## config.mk

```make
export PLATFORM = sky130hd
export DESIGN_NAME = crc_frame_check
export DESIGN_NICKNAME = d
export VERILOG_FILES = /design/src/rtl/crc_pkg.sv /design/src/rtl/crc_lfsr_step.sv /design/src/rtl/crc_frame_check.sv
export SDC_FILE = /design/constraint.sdc
export NUM_CORES = 1
export LEC_CHECK = 0
export CAP_MARGIN = 40
export CORE_MARGIN = 10
export CORE_UTILIZATION = 55
export CTS_CLUSTER_DIAMETER = 150
export DETAILED_ROUTE_END_ITERATION = 10
export PLACE_DENSITY = 0.83
export SLEW_MARGIN = 15
export SYNTH_ARGS = -nofsm -noshare
export SYNTH_HDL_FRONTEND = slang
export SYNTH_SLANG_ARGS = --single-unit
```

## constraint.sdc

```tcl
create_clock -name iClk -period 5.1 [get_ports iClk]
set_input_delay 0.51 -clock iClk [delete_from_list [all_inputs] [get_ports iClk]]
set_output_delay 0.51 -clock iClk [all_outputs]
set_load 0.01 [all_outputs]
```

## src/rtl/crc_pkg.sv

```systemverilog
// Shared CRC constants and frame-checker FSM state encoding.
// The polynomial and seed values are non-reflected and stored 32 bits wide.
package crc_pkg;

  localparam logic [31:0] CRC32_POLY       = 32'h04C1_1DB7;
  localparam logic [31:0] CRC32_INIT       = 32'hFFFF_FFFF;
  localparam logic [31:0] CRC16_CCITT_POLY = 32'h0000_1021;
  localparam logic [31:0] CRC16_CCITT_INIT = 32'h0000_FFFF;

  typedef enum logic [0:0] {
    ST_IDLE = 1'b0,
    ST_BODY = 1'b1
  } frameState_e;

endpackage

```

## src/rtl/crc_lfsr_step.sv

```systemverilog
// Single-beat combinational CRC update.
// The whole beat is shifted in MSB first, with no reflection.
module crc_lfsr_step #(
  parameter int               DATA_W = 32,
  parameter int               CRC_W  = 32,
  parameter logic [CRC_W-1:0] POLY   = {CRC_W{1'b0}}
) (
  input  logic [CRC_W-1:0]  crcCur,
  input  logic [DATA_W-1:0] beatData,
  output logic [CRC_W-1:0]  crcNext
);

  function automatic logic [CRC_W-1:0] stepBeat(input logic [CRC_W-1:0] c,
                                                input logic [DATA_W-1:0] d);
    logic [CRC_W-1:0] acc;
    logic             fb;
    acc = c;
    for (int i = DATA_W - 1; i >= 0; i--) begin
      fb  = acc[CRC_W-1] ^ d[i];
      acc = {acc[CRC_W-2:0], 1'b0} ^ (fb ? POLY : {CRC_W{1'b0}});
    end
    return acc;
  endfunction

  assign crcNext = stepBeat(crcCur, beatData);

endmodule

```

## src/rtl/crc_frame_check.sv

```systemverilog
// Streaming CRC frame checker.
// Data beats pass through with one beat of look-ahead. The CRC beat is stripped, and its verdict rides on oErr of the last data beat.
module crc_frame_check
  import crc_pkg::*;
#(
  parameter int          DATA_W = 32,
  parameter int          CRC_W  = 32,
  parameter logic [31:0] POLY   = CRC32_POLY,
  parameter logic [31:0] INIT   = 32'hFFFF_FFFF,
  parameter logic [31:0] XOROUT = 32'h0000_0000,
  parameter int          CNT_W  = 16
) (
  input  logic              iClk,
  input  logic              iRst,
  input  logic              iVld,
  input  logic              iSop,
  input  logic              iEop,
  input  logic [DATA_W-1:0] iData,
  output logic              oRdy,
  output logic              oVld,
  output logic              oSop,
  output logic              oEop,
  output logic [DATA_W-1:0] oData,
  output logic              oErr,
  input  logic              iReady,
  output logic [CNT_W-1:0]  oGoodCnt,
  output logic [CNT_W-1:0]  oBadCnt
);

  frameState_e       state_r;
  frameState_e       stateNext_s;
  logic              accept_s;
  logic              emit_s;
  logic              emitEop_s;
  logic              emitErr_s;
  logic              loadHold_s;
  logic              seed_s;
  logic              goodInc_s;
  logic              badInc_s;
  logic [CRC_W-1:0]  crc_r;
  logic [CRC_W-1:0]  crcStepIn_s;
  logic [CRC_W-1:0]  crcStepOut_s;
  logic [CRC_W-1:0]  crcFinal_s;
  logic [DATA_W-1:0] holdData_r;
  logic              holdSop_r;
  logic [CNT_W-1:0]  goodCnt_r;
  logic [CNT_W-1:0]  badCnt_r;

  function automatic logic [CNT_W-1:0] satInc(input logic [CNT_W-1:0] v);
    if (v == {CNT_W{1'b1}}) begin
      return v;
    end else begin
      return v + {{(CNT_W-1){1'b0}}, 1'b1};
    end
  endfunction

  // The output register always has room for the beat accepted this cycle.
  assign oRdy        = !oVld || iReady;
  assign accept_s    = iVld && oRdy;
  assign crcStepIn_s = seed_s ? INIT[CRC_W-1:0] : crc_r;
  assign crcFinal_s  = crc_r ^ XOROUT[CRC_W-1:0];
  assign oGoodCnt    = goodCnt_r;
  assign oBadCnt     = badCnt_r;

  crc_lfsr_step #(
    .DATA_W (DATA_W),
    .CRC_W  (CRC_W),
    .POLY   (POLY[CRC_W-1:0])
  ) uStep (
    .crcCur   (crcStepIn_s),
    .beatData (iData),
    .crcNext  (crcStepOut_s)
  );

  // FSM state register
  always_ff @(posedge iClk or posedge iRst) begin
    if (iRst) begin
      state_r <= ST_IDLE;
    end else begin
      state_r <= stateNext_s;
    end
  end

  // FSM next-state decode
  always_comb begin
    stateNext_s = state_r;
    if (accept_s) begin
      case (state_r)
        ST_IDLE: stateNext_s = (iSop && !iEop) ? ST_BODY : ST_IDLE;
        ST_BODY: stateNext_s = iEop ? ST_IDLE : ST_BODY;
        default: stateNext_s = ST_IDLE;
      endcase
    end else begin
      stateNext_s = state_r;
    end
  end

  // FSM output decode: what an accepted beat does to hold, output and counters
  always_comb begin
    emit_s     = 1'b0;
    emitEop_s  = 1'b0;
    emitErr_s  = 1'b0;
    loadHold_s = 1'b0;
    seed_s     = 1'b1;
    goodInc_s  = 1'b0;
    badInc_s   = 1'b0;
    if (accept_s) begin
      case (state_r)
        ST_IDLE: begin
          if (iSop && !iEop) begin
            loadHold_s = 1'b1;
          end else if (iSop && iEop) begin
            badInc_s = 1'b1;
          end else begin
            badInc_s = 1'b0;
          end
        end
        ST_BODY: begin
          emit_s = 1'b1;
          if (iEop) begin
            emitEop_s = 1'b1;
            emitErr_s = (crcFinal_s != iData[CRC_W-1:0]);
            goodInc_s = !emitErr_s;
            badInc_s  = emitErr_s;
          end else if (iSop) begin
            // An early start-of-frame aborts the open frame and restarts the CRC.
            emitEop_s  = 1'b1;
            emitErr_s  = 1'b1;
            badInc_s   = 1'b1;
            loadHold_s = 1'b1;
          end else begin
            loadHold_s = 1'b1;
            seed_s     = 1'b0;
          end
        end
        default: begin
          emit_s = 1'b0;
        end
      endcase
    end else begin
      emit_s = 1'b0;
    end
  end

  // Hold register and running CRC
  always_ff @(posedge iClk or posedge iRst) begin
    if (iRst) begin
      holdData_r <= {DATA_W{1'b0}};
      holdSop_r  <= 1'b0;
      crc_r      <= INIT[CRC_W-1:0];
    end else if (loadHold_s) begin
      holdData_r <= iData;
      holdSop_r  <= seed_s;
      crc_r      <= crcStepOut_s;
    end
  end

  // Output register and saturating frame counters
  always_ff @(posedge iClk or posedge iRst) begin
    if (iRst) begin
      oVld      <= 1'b0;
      oSop      <= 1'b0;
      oEop      <= 1'b0;
      oErr      <= 1'b0;
      oData     <= {DATA_W{1'b0}};
      goodCnt_r <= {CNT_W{1'b0}};
      badCnt_r  <= {CNT_W{1'b0}};
    end else begin
      if (oRdy) begin
        oVld <= emit_s;
        if (emit_s) begin
          oSop  <= holdSop_r;
          oEop  <= emitEop_s;
          oErr  <= emitErr_s;
          oData <= holdData_r;
        end
      end
      if (goodInc_s) begin
        goodCnt_r <= satInc(goodCnt_r);
      end
      if (badInc_s) begin
        badCnt_r <= satInc(badCnt_r);
      end
    end
  end

endmodule

```

# Word-level counts from Yosys, hierarchy flattened
# Cells that the tools add are included.
totals:
  ff_bits: 134
  input_bits: 38
  output_inout_bits: 69
  elab_cells: 148
op_classes:
  add_sub_neg: 2
  n_eq_ne: 3
  n_mux: 55
  bitwise: 67
  reduce_logical: 10
op_table:
  columns: ["cell", "n"]
  rows:
  - ["$xor A32 B32 Y32", 32]
  - ["$mux W27", 32]
  - ["$add A16 B1 Y16 const B", 2]
  - ["$eq A16 B16 Y1 const B", 2]
  - ["$mux W32", 1]
  - ["$ne A32 B32 Y1", 1]
  - ["$xor A1 B1 Y1", 32]
  - ["$mux W1", 20]
  - ["$reduce_and A2 Y1", 3]
  - ["$pmux W1 S2", 2]
  - ["$logic_and A1 B1 Y1", 3]
  - ["$logic_not A1 Y1", 3]
  - ["$not A1 Y1", 3]
  - ["$logic_or A1 B1 Y1", 1]

# Longest topological paths before layout
# Gate-level depths: netlist of run 1.
logic_depth:
  depth_word: 101
  mapped_depth: 14
  mapped_depth_nobuf: 10

# Hierarchy
# From an unflattened synthesis of run 1, not the netlist that was laid out.
hier_totals:
  hier_cells: 800
  hier_area_um2: 9452.8
by_module_without_submodules:
  columns: ["mod", "instances", "cells_per_inst", "area_each_um2", "seq_area_each_um2"]
  rows:
  - ["crc_frame_check", 1, 549, 6079.6, 3393.3]
  - ["crc_lfsr_step", 1, 251, 3373.2, 0.0]

# Worst setup path after synthesis of run 1
# No wires, ideal clock.
synth_path:
  path_kind: "input port to flip-flop"
  start: "in iData[30]"
  end: "reg crc_r[11] (netlist: crcFinal_s[11])"
  setup_ns: 0.072
  arrival_ns: 3.848
  required_ns: 5.028
  slack_ns: 1.180
  stages: 11
  n_path_buf: 1
  cell_sequence: "buf_2 > xor2_2 > xnor2_4 > xor2_2 > xor2_2 > xor3_1 > xnor3_1 > xnor3_2 > xnor3_1 > xor3_1 > o21ai_1"
synth_between:
  elab_chain_len: 43
  elab_cells_between_ends: 63
  classes_between: "16 x mux; 47 x bitwise"
synth_lines:
  columns: ["element", "line_no", "text"]
  rows:
  - ["start: declaration", "crc_frame_check.sv:18", "input logic [DATA_W-1:0] iData,"]
  - ["$xor A1 B1 Y1 (*)", "crc_lfsr_step.sv:19", "fb = acc[CRC_W-1] ^ d[i];"]
  - ["$mux W27 (*)", "crc_lfsr_step.sv:20", "acc = {acc[CRC_W-2:0], 1'b0} ^ (fb ? POLY : {CRC_W{1'b0}});"]
  - ["$xor A32 B32 Y32 (*) (6 in series)", "crc_lfsr_step.sv:20", null]
  - ["$xor A1 B1 Y1", "crc_lfsr_step.sv:19", null]
  - ["$mux W27", "crc_lfsr_step.sv:20", null]
  - ["$xor A32 B32 Y32 (*) (6 in series)", "crc_lfsr_step.sv:20", null]
  - ["$xor A1 B1 Y1", "crc_lfsr_step.sv:19", null]
  - ["$mux W27", "crc_lfsr_step.sv:20", null]
  - ["[7 not listed]", null, null]
  - ["$mux W27", "crc_lfsr_step.sv:20", null]
  - ["$xor A32 B32 Y32 (*) (6 in series)", "crc_lfsr_step.sv:20", null]
  - ["$xor A1 B1 Y1", "crc_lfsr_step.sv:19", null]
  - ["$mux W27", "crc_lfsr_step.sv:20", null]
  - ["$xor A32 B32 Y32 (*) (6 in series)", "crc_lfsr_step.sv:20", null]
  - ["$xor A1 B1 Y1", "crc_lfsr_step.sv:19", null]
  - ["$mux W27", "crc_lfsr_step.sv:20", null]
  - ["$xor A32 B32 Y32 (*)", "crc_lfsr_step.sv:20", null]
  - ["end signal: assignment", "crc_frame_check.sv:150", "crc_r <= INIT[CRC_W-1:0];"]
  - ["end signal: assignment", "crc_frame_check.sv:154", "crc_r <= crcStepOut_s;"]
  - ["end: declaration", "crc_frame_check.sv:40", "logic [CRC_W-1:0] crc_r;"]
# Mark *: on every way between the ends. The rest lies on a longest branch, timed or not.
# A chain may end at the register's enable or synchronous reset.

# Final worst setup path of run 1
layout_path:
  start: "in iData[17]"
  end: "reg crc_r[25] (netlist: crcFinal_s[25])"
layout_between:
  elab_chain_len: 24
  elab_cells_between_ends: 26
  classes_between: "4 x mux; 22 x bitwise"
layout_lines:
  columns: ["element", "line_no"]
  rows:
  - ["$xor A1 B1 Y1 (*)", "crc_lfsr_step.sv:19"]
  - ["$mux W27 (*)", "crc_lfsr_step.sv:20"]
  - ["$xor A32 B32 Y32 (*) (6 in series)", "crc_lfsr_step.sv:20"]
  - ["$xor A1 B1 Y1 or $xor A32 B32 Y32 (tied branches)", "crc_lfsr_step.sv:19, crc_lfsr_step.sv:20"]
  - ["$mux W27 or $xor A32 B32 Y32 (tied branches)", "crc_lfsr_step.sv:20"]
  - ["$xor A32 B32 Y32 (*) (9 in series)", "crc_lfsr_step.sv:20"]
  - ["$xor A1 B1 Y1", "crc_lfsr_step.sv:19"]
  - ["$mux W27", "crc_lfsr_step.sv:20"]
  - ["$xor A32 B32 Y32 (*) (3 in series)", "crc_lfsr_step.sv:20"]
# Marked as above.

==> impl_metrics.json, run 1 <==
{
  "io_buffers": 106,
  "fmax_mhz": 221,
  "rows": 49,
  "synth_area_per_cell_um2": 10.6,
  "numCtsBuffers": 17,
  "synth_enable_flop_cells": 0,
  "vias": 6924,
  "initial_core_util_pct": 55.8,
  "yosys_warnings": 0,
  "grt_pass1_wl_um": 43900,
  "cts_setup_buffers": 0,
  "syn_area_um2": 10000,
  "required_ns": 5.44,
  "wl_um": 28300,
  "ctsHoldBuffers": 0,
  "synth_ff_type": "dfrtp_1",
  "cts_buffer_depth": 2,
  "ys_top_cells_by_area": "dfrtp_1, xnor2_1, xnor3_1, dfstp_2, xor2_1",
  "dieWidth_um": 155,
  "routabilityCongestion": 1.00,
  "finalHoldViolCount": 0,
  "whs_ns": 0.341,
  "ys_types": 38,
  "synth_area_leader_cell": "dfrtp_1",
  "drive_gt1_share_pct": 15.3,
  "setup_tns_ns": 0,
  "synth_common_cells": "xnor2_1, nand2_1, dfrtp_1",
  "grt_use_total_pct": 24.0,
  "cts_resized": 0,
  "ys_seq_area_share_pct": 33.8,
  "first_global_vias": 7273,
  "cts_tree": "yes",
  "grt_max_degree": 95,
  "syn_nets": 984,
  "yosys.area.top_type_share_pct": 25.5,
  "status": "finished, final reports clean",
  "io-pin-count": 107,
  "clock_latency_ns": 0.43,
  "max_stage_delay_ns": 0.62,
  "nets": 1092,
  "yosys_register_bits": 134,
  "clock_skew_ns": 0.0125,
  "fp.coreArea_um2": 18000,
  "path_clk_slew_ns": 0.07,
  "worstMarginPinSlew_ns": 0.712,
  "cp_max_fo": 5,
  "worstPathCellList": "clkdlybuf4s50_1 > xnor2_1 > xnor3_1 > xor2_1 > xnor3_1 > xnor3_1 > xor2_2 > xnor3_1 > xnor3_1 > o21ai_0",
  "endpoint_kind": "register",
  "rsz0062_at_grt": "no",
  "async_flop_share_pct": 100,
  "fin_cells": 1294,
  "slew_viol_final": 0,
  "hp-class": "primary input to asynchronous set/reset pin",
  "ant_nets": 0,
  "diodes": 0,
  "die_y_um": 155,
  "finalCriticalPeriod_ns": 4.52,
  "slowest_stage": "clkdlybuf4s50_1",
  "maxCapViolCount": 0,
  "fillers": 1388,
  "setup_violations": 0,
  "fin_crit_sh_pct": 88.6,
  "dp_cells": 1261,
  "area_delta_synth_final_pct": 19.6,
  "wl_per_cell_um": 21.9,
  "drt-pass1-iter-count": 5,
  "cp_common_cell": "xnor3_1",
  "viasPerCell": 5.35,
  "critPathKind": "primary input to register",
  "netlist_instances": 944,
  "htreeDepth": 4,
  "antenna_found_initial": 0,
  "start_kind": "primary input",
  "arrival_ns": 4.86,
  "grt_remaining_overflow": 0,
  "cts-root-buf": "clkbuf_16",
  "drc": 0,
  "max_slew_margin_pct": 52.1,
  "setup_ws_ns": 0.581,
  "yosys.cell_count.top_type": "xnor2_1",
  "drt_iter0_markers": 493,
  "dieArea_um2": 24000,
  "dp_hpwl_um": 22100,
  "clock-sinks": 134,
  "dp_slack_ns": 0.261
}
## through the flow
step                      util (%)  cell area (um^2)
final                         66.8             12000
after global routing          66.8             12000
after CTS                     66.6             12000
after detailed placement      63.4             11400
after global placement        63.4             11400
after floorplan                  -             10000
## routing by layer
layer	share of wire [%]	GRT usage [%]	wire length, um	vias up
met3	7.8	6.73	2210	48
met5	0	0	0	-
met4	3.3	9.49	936	0
met1	43	30.7	12200	3398
met2	46	37.6	13000	252
li1	-	-	-	3226
## layout by cell type, fill, tap and decap left out, drive strengths merged
cell,netlist,routed
a21oi,1,1
a311oi,1,1
and2,6,6
and3,10,10
and4,2,2
buf,25,33
clkbuf,25,18
clkdlybuf4s50,0,106
clkinv,0,4
clkinvlp,0,2
dfrtp,102,102
dfstp,32,32
ha,2,2
inv,3,11
mux2,37,37
nand2,175,175
nand2b,1,1
nand3,7,7
nand4,13,13
nand4b,1,1
nor2,29,29
nor3,4,4
nor3b,1,1
nor4,3,3
o21ai,32,32
o31ai,1,1
or3,1,1
xnor2,276,276
xnor3,48,48
xor2,102,102
xor3,4,4
## final cells by class
type / count / area, um^2 / area share (%)
clock buffer: 18 / 439 / 3.66
sequential: 134 / 3390 / 28.3
tap: 229 / 287 / 2.39
timing repair buffer: 139 / 1330 / 11.1
multi-input combinational: 757 / 6400 / 53.4
clock inverter: 14 / 133 / 1.11
inverter: 3 / 16.3 / 0.136
## worst max-delay path: cells and delay by family
| kind | cells | cell delay (ns) |
|---|---|---|
| compound gates | 1 | 0.15 |
| xor+xnor | 8 | 3.57 |
| buf+inv | 1 | 0.62 |
## final timing paths
| kind | depth (start not counted) | endpoint | slack (ns) | from |
|---|---|---|---|---|
| worst min-delay path | 2 | oBadCnt[4]$_DFFE_PP0P_ | 0.34 | iRst |
| worst min register to register | 2 | oData[0]$_DFFE_PP0P_ | 0.46 | holdData_r[0]$_DFFE_PP0P_ |
| min in group iClk | 2 | oData[0]$_DFFE_PP0P_ | 0.46 | holdData_r[0]$_DFFE_PP0P_ |
| max in group asynchronous | 4 | crcFinal_s[16]$_DFFE_PP1P_ | 3.59 | iRst |
| worst max-delay path | 10 | crcFinal_s[25]$_DFFE_PP1P_ | 0.58 | iData[17] |
| worst max register to register | 10 | crcFinal_s[25]$_DFFE_PP1P_ | 0.68 | crcFinal_s[29]$_DFFE_PP1P_ |
## sequential cells by signal, indices dropped and copies added (netlist names)
name / cells
oBadCnt: 16
oGoodCnt: 16
oVld: 1
state_r: 1
holdSop_r: 1
oEop: 1
oData: 32
holdData_r: 32
oSop: 1
crcFinal_s: 32
oErr: 1
## logic make-up after synthesis
| family | after synthesis | share of synthesized area (%) |
|---|---|---|
| compound gates | 35 | 1.81 |
| xor+xnor | 430 | 46.9 |
| fa+ha+maj | 2 | 0.250 |
| buf+inv | 53 | 2.33 |
| flops | 134 | 33.8 |
| mux | 37 | 4.16 |
| simple gates | 253 | 10.7 |
Power of run 1 is not shown: default switching activity piles up to over one toggle a cycle in this logic, so the estimate is an artifact.
==> run 2: changes to the inputs <==
--- a/config.mk
+++ b/config.mk
@@ -5,12 +5,14 @@
 export SDC_FILE = /design/constraint.sdc
 export NUM_CORES = 1
 export LEC_CHECK = 0
+export ABC_AREA = 1
 export CAP_MARGIN = 40
 export CORE_MARGIN = 10
 export CORE_UTILIZATION = 55
 export CTS_CLUSTER_DIAMETER = 150
 export DETAILED_ROUTE_END_ITERATION = 10
-export PLACE_DENSITY = 0.83
+export GPL_TIMING_DRIVEN = 0
+export PLACE_DENSITY = 0.82
 export SLEW_MARGIN = 15
 export SYNTH_ARGS = -nofsm -noshare
 export SYNTH_HDL_FRONTEND = slang
==> run 2 against run 1 <==
Non-clock buffer count fell by 1. Fmax rose by 4.1%. Via count up 69%. Core utilization is 1.3 points lower. Cell area is 10% higher. Synthesized area grew 12%. Worst setup slack better by 0.18 ns. Sequential cell count did not move. Cell count up 64%. Routed wire length up 40%. Worst hold slack improved by 0.14 ns. Die area is 10% higher.
==> impl_metrics.json, run 2 <==
{
  "peakVddDrop_mv": 0.341,
  "antenna_found_initial": 1,
  "arrival_ns": 4.68,
  "drc": 0,
  "syn_area_um2": 11200,
  "finalHoldViolCount": 0,
  "reg2reg_depth": 23,
  "regArea_um2": 3390,
  "synthSimpleGateAreaFrac_pct": 43.3,
  "netlist_instances": 1713,
  "wl_per_cell_um": 18.7,
  "htreeDepth": 4,
  "grt_pass1_wl_um": 60900,
  "area_delta_synth_final_pct": 17.9,
  "path_clk_slew_ns": 0.06,
  "synth_area_per_cell_um2": 6.54,
  "required_ns": 5.44,
  "ys_top_cells_by_area": "dfrtp_1, nand2_1, xor2_1, nand3_1, dfstp_2",
  "synthXorXnorAreaFrac_pct": 11.6,
  "yosys.cell_count.top_type": "nand2_1",
  "viasPerCell": 5.52,
  "nets": 1880,
  "wl_um": 39700,
  "clock_latency_ns": 0.43,
  "reg2reg_to": "crcFinal_s[17]$_DFFE_PP1P_",
  "first_global_vias": 10866,
  "die_y_um": 163,
  "dieWidth_um": 163,
  "slew_viol_final": 0,
  "hp-class": "register to register",
  "ctsHoldBuffers": 0,
  "ant_nets": 0,
  "critPathLaunch": "iData[28]",
  "io-pin-count": 107,
  "yosys_register_bits": 134,
  "multi_input_area_um2": 6790,
  "cp-endpoint": "crcFinal_s[17]$_DFFE_PP1P_",
  "ys_types": 51,
  "diodes": 0,
  "r2r_start": "oVld$_DFFE_PP0N_",
  "grt_max_degree": 70,
  "final_cell_mix": "nand2_1, inv_1, nand3_1",
  "routabilityCongestion": 1.01,
  "cts_tree": "yes",
  "start_kind": "primary input",
  "syn_nets": 1753,
  "grt_remaining_overflow": 0,
  "numCtsBuffers": 17,
  "cts-root-buf": "clkbuf_16",
  "cts_resized": 0,
  "maxCapViolCount": 0,
  "cp_max_fo": 10,
  "async_flop_share_pct": 100,
  "yosys.area.top_type_share_pct": 22.8,
  "rrSetupSlack_ns": 0.95,
  "critPathKind": "primary input to register",
  "clock_skew_ns": 0.0151,
  "rows": 52,
  "synth.area.mux_share_pct": 0.100,
  "final_common_cell": "nand2_1",
  "max_slew_margin_pct": 54.1,
  "ys_seq_area_share_pct": 30.3,
  "clock-sinks": 134,
  "fillers": 1813,
  "dp_hpwl_um": 32400,
  "fin_total_pwr_mw": 8.09,
  "fmax_mhz": 230,
  "drt-pass1-iter-count": 5,
  "fp.coreArea_um2": 20200,
  "yosys_warnings": 0,
  "rsz0062_at_grt": "no",
  "synth_enable_flop_cells": 0,
  "finalCriticalPeriod_ns": 4.34,
  "worstMarginPinSlew_ns": 0.683,
  "initial_core_util_pct": 55.6,
  "vias": 11709,
  "dieArea_um2": 26500,
  "synth_ff_type": "dfrtp_1",
  "fin_crit_sh_pct": 85.1,
  "synth_top_family_by_area": "simple AND/OR/NAND/NOR gates",
  "io_buffers": 106,
  "cts_setup_buffers": 0,
  "endpoint_kind": "register",
  "power.density_nw_per_um2": 613,
  "leakage_nw": 6.98,
  "synth_compound_area_share_pct": 5.35,
  "status": "finished, final reports clean",
  "synth_common_cells": "nand2_1, inv_1, nand3_1",
  "drive_gt1_share_pct": 12.4,
  "synth_area_leader_cell": "dfrtp_1",
  "drt_iter0_markers": 1117,
  "cts_buffer_depth": 2,
  "grt_use_total_pct": 29.6,
  "synthAdderAreaFrac_pct": 0.223,
  "whs_ns": 0.484,
  "setup_violations": 0
}
==> run 2: cell types whose count changed in the layout (fill, tap and decap cells not counted), sizes merged, moves of 9 or more <==
cell    previous run  this run
inv               11       228
o21ai             32        96
buf               33        18
mux2              37         1
clkbuf            18        32
nor2              29        98
nand2            175       707
nand3b             0        11
xnor2            276        37
xnor3             48         0
and3              10         1
nand3              7       202
==> run 2: cells by family (layout without fill, tap and decap cells) <==
family / after synthesis / in the layout
compound gates: 111 / 111
xor+xnor: 147 / 147
fa+ha+maj: 2 / 2
buf+inv: 250 / 390
flops: 134 / 134
mux: 1 / 1
simple gates: 1068 / 1068
==> run 2: routing by layer <==
metal | up-vias | global-route usage (%) | routed length (um)
met4 | 2 | 10.5 | 1410
met3 | 79 | 4.75 | 3520
met1 | 5478 | 38.5 | 16400
met5 | - | 0 | 13
met2 | 526 | 48.9 | 18300
li1 | 5624 | - | -
==> run 2: critical path: stages <==
cell and delay [ns]:
clkdlybuf4s50_1 0.54, xnor2_1 0.63, nand2_2 0.15, nand2_2 0.20, nand2_1 0.09, nand3_1 0.08, nand2_1 0.08, inv_1 0.07
nand3_2 0.17, nand2_2 0.22, nand2_1 0.10, nand2_1 0.07, nand2_1 0.11, nand2_2 0.20, nand2_1 0.07, nand2_1 0.06
nand3_1 0.17, nand2_2 0.27, nor2_1 0.09, o21ai_0 0.31, nand2_1 0.09, nand2_1 0.06, nand3_1 0.19, o21ai_0 0.14
==> run 2: metrics by stage <==
stage	setup TNS (ns)	setup slack [ns]	utilization, %	cell area (um^2)	instances
6_report	0	0.760	65.5	13200	2123
2_1_floorplan	0	1.06	-	11200	1713
3_5_place_dp	0	0.422	62.7	12600	2091
4_1_cts	0	0.835	65.5	13200	2123
3_3_place_gp	-70.63	-0.705	62.5	12600	2089
5_1_grt	0	0.381	65.5	13200	2123
==> run 2: worst min path at each step <==
stage,depth (start not counted),startpoint,to
after global routing,2,oData[0]$_DFFE_PP0P_,oData[0]$_DFFE_PP0P_
after CTS,2,oData[0]$_DFFE_PP0P_,oData[0]$_DFFE_PP0P_
final,2,oData[0]$_DFFE_PP0P_,oData[0]$_DFFE_PP0P_
after floorplan,2,holdData_r[0]$_DFFE_PP0P_,oData[0]$_DFFE_PP0P_
after detailed placement,2,oData[0]$_DFFE_PP0P_,oData[0]$_DFFE_PP0P_
after global placement,2,oData[0]$_DFFE_PP0P_,oData[0]$_DFFE_PP0P_
==> run 2: final cells by class <==
type                            instances  area share (%)
Clock buffer                           18            3.32
Buffer                                 30            1.44
Timing Repair Buffer                  108            8.28
Multi-Input combinational cell       1329            51.4
Inverter                              220            6.33
Clock inverter                         14           0.985
Tap cell                              270            2.56
Sequential cell                       134            25.7
==> run 2: power breakdown <==
group	leakage (nW)	switching, mW	internal [mW]
logic	5.11	3.32	1.76
clock network	0.276	0.536	0.658
registers	1.60	0.325	1.49
total	6.98	4.18	3.91
No activity file was read; power rests on OpenSTA's default activity.
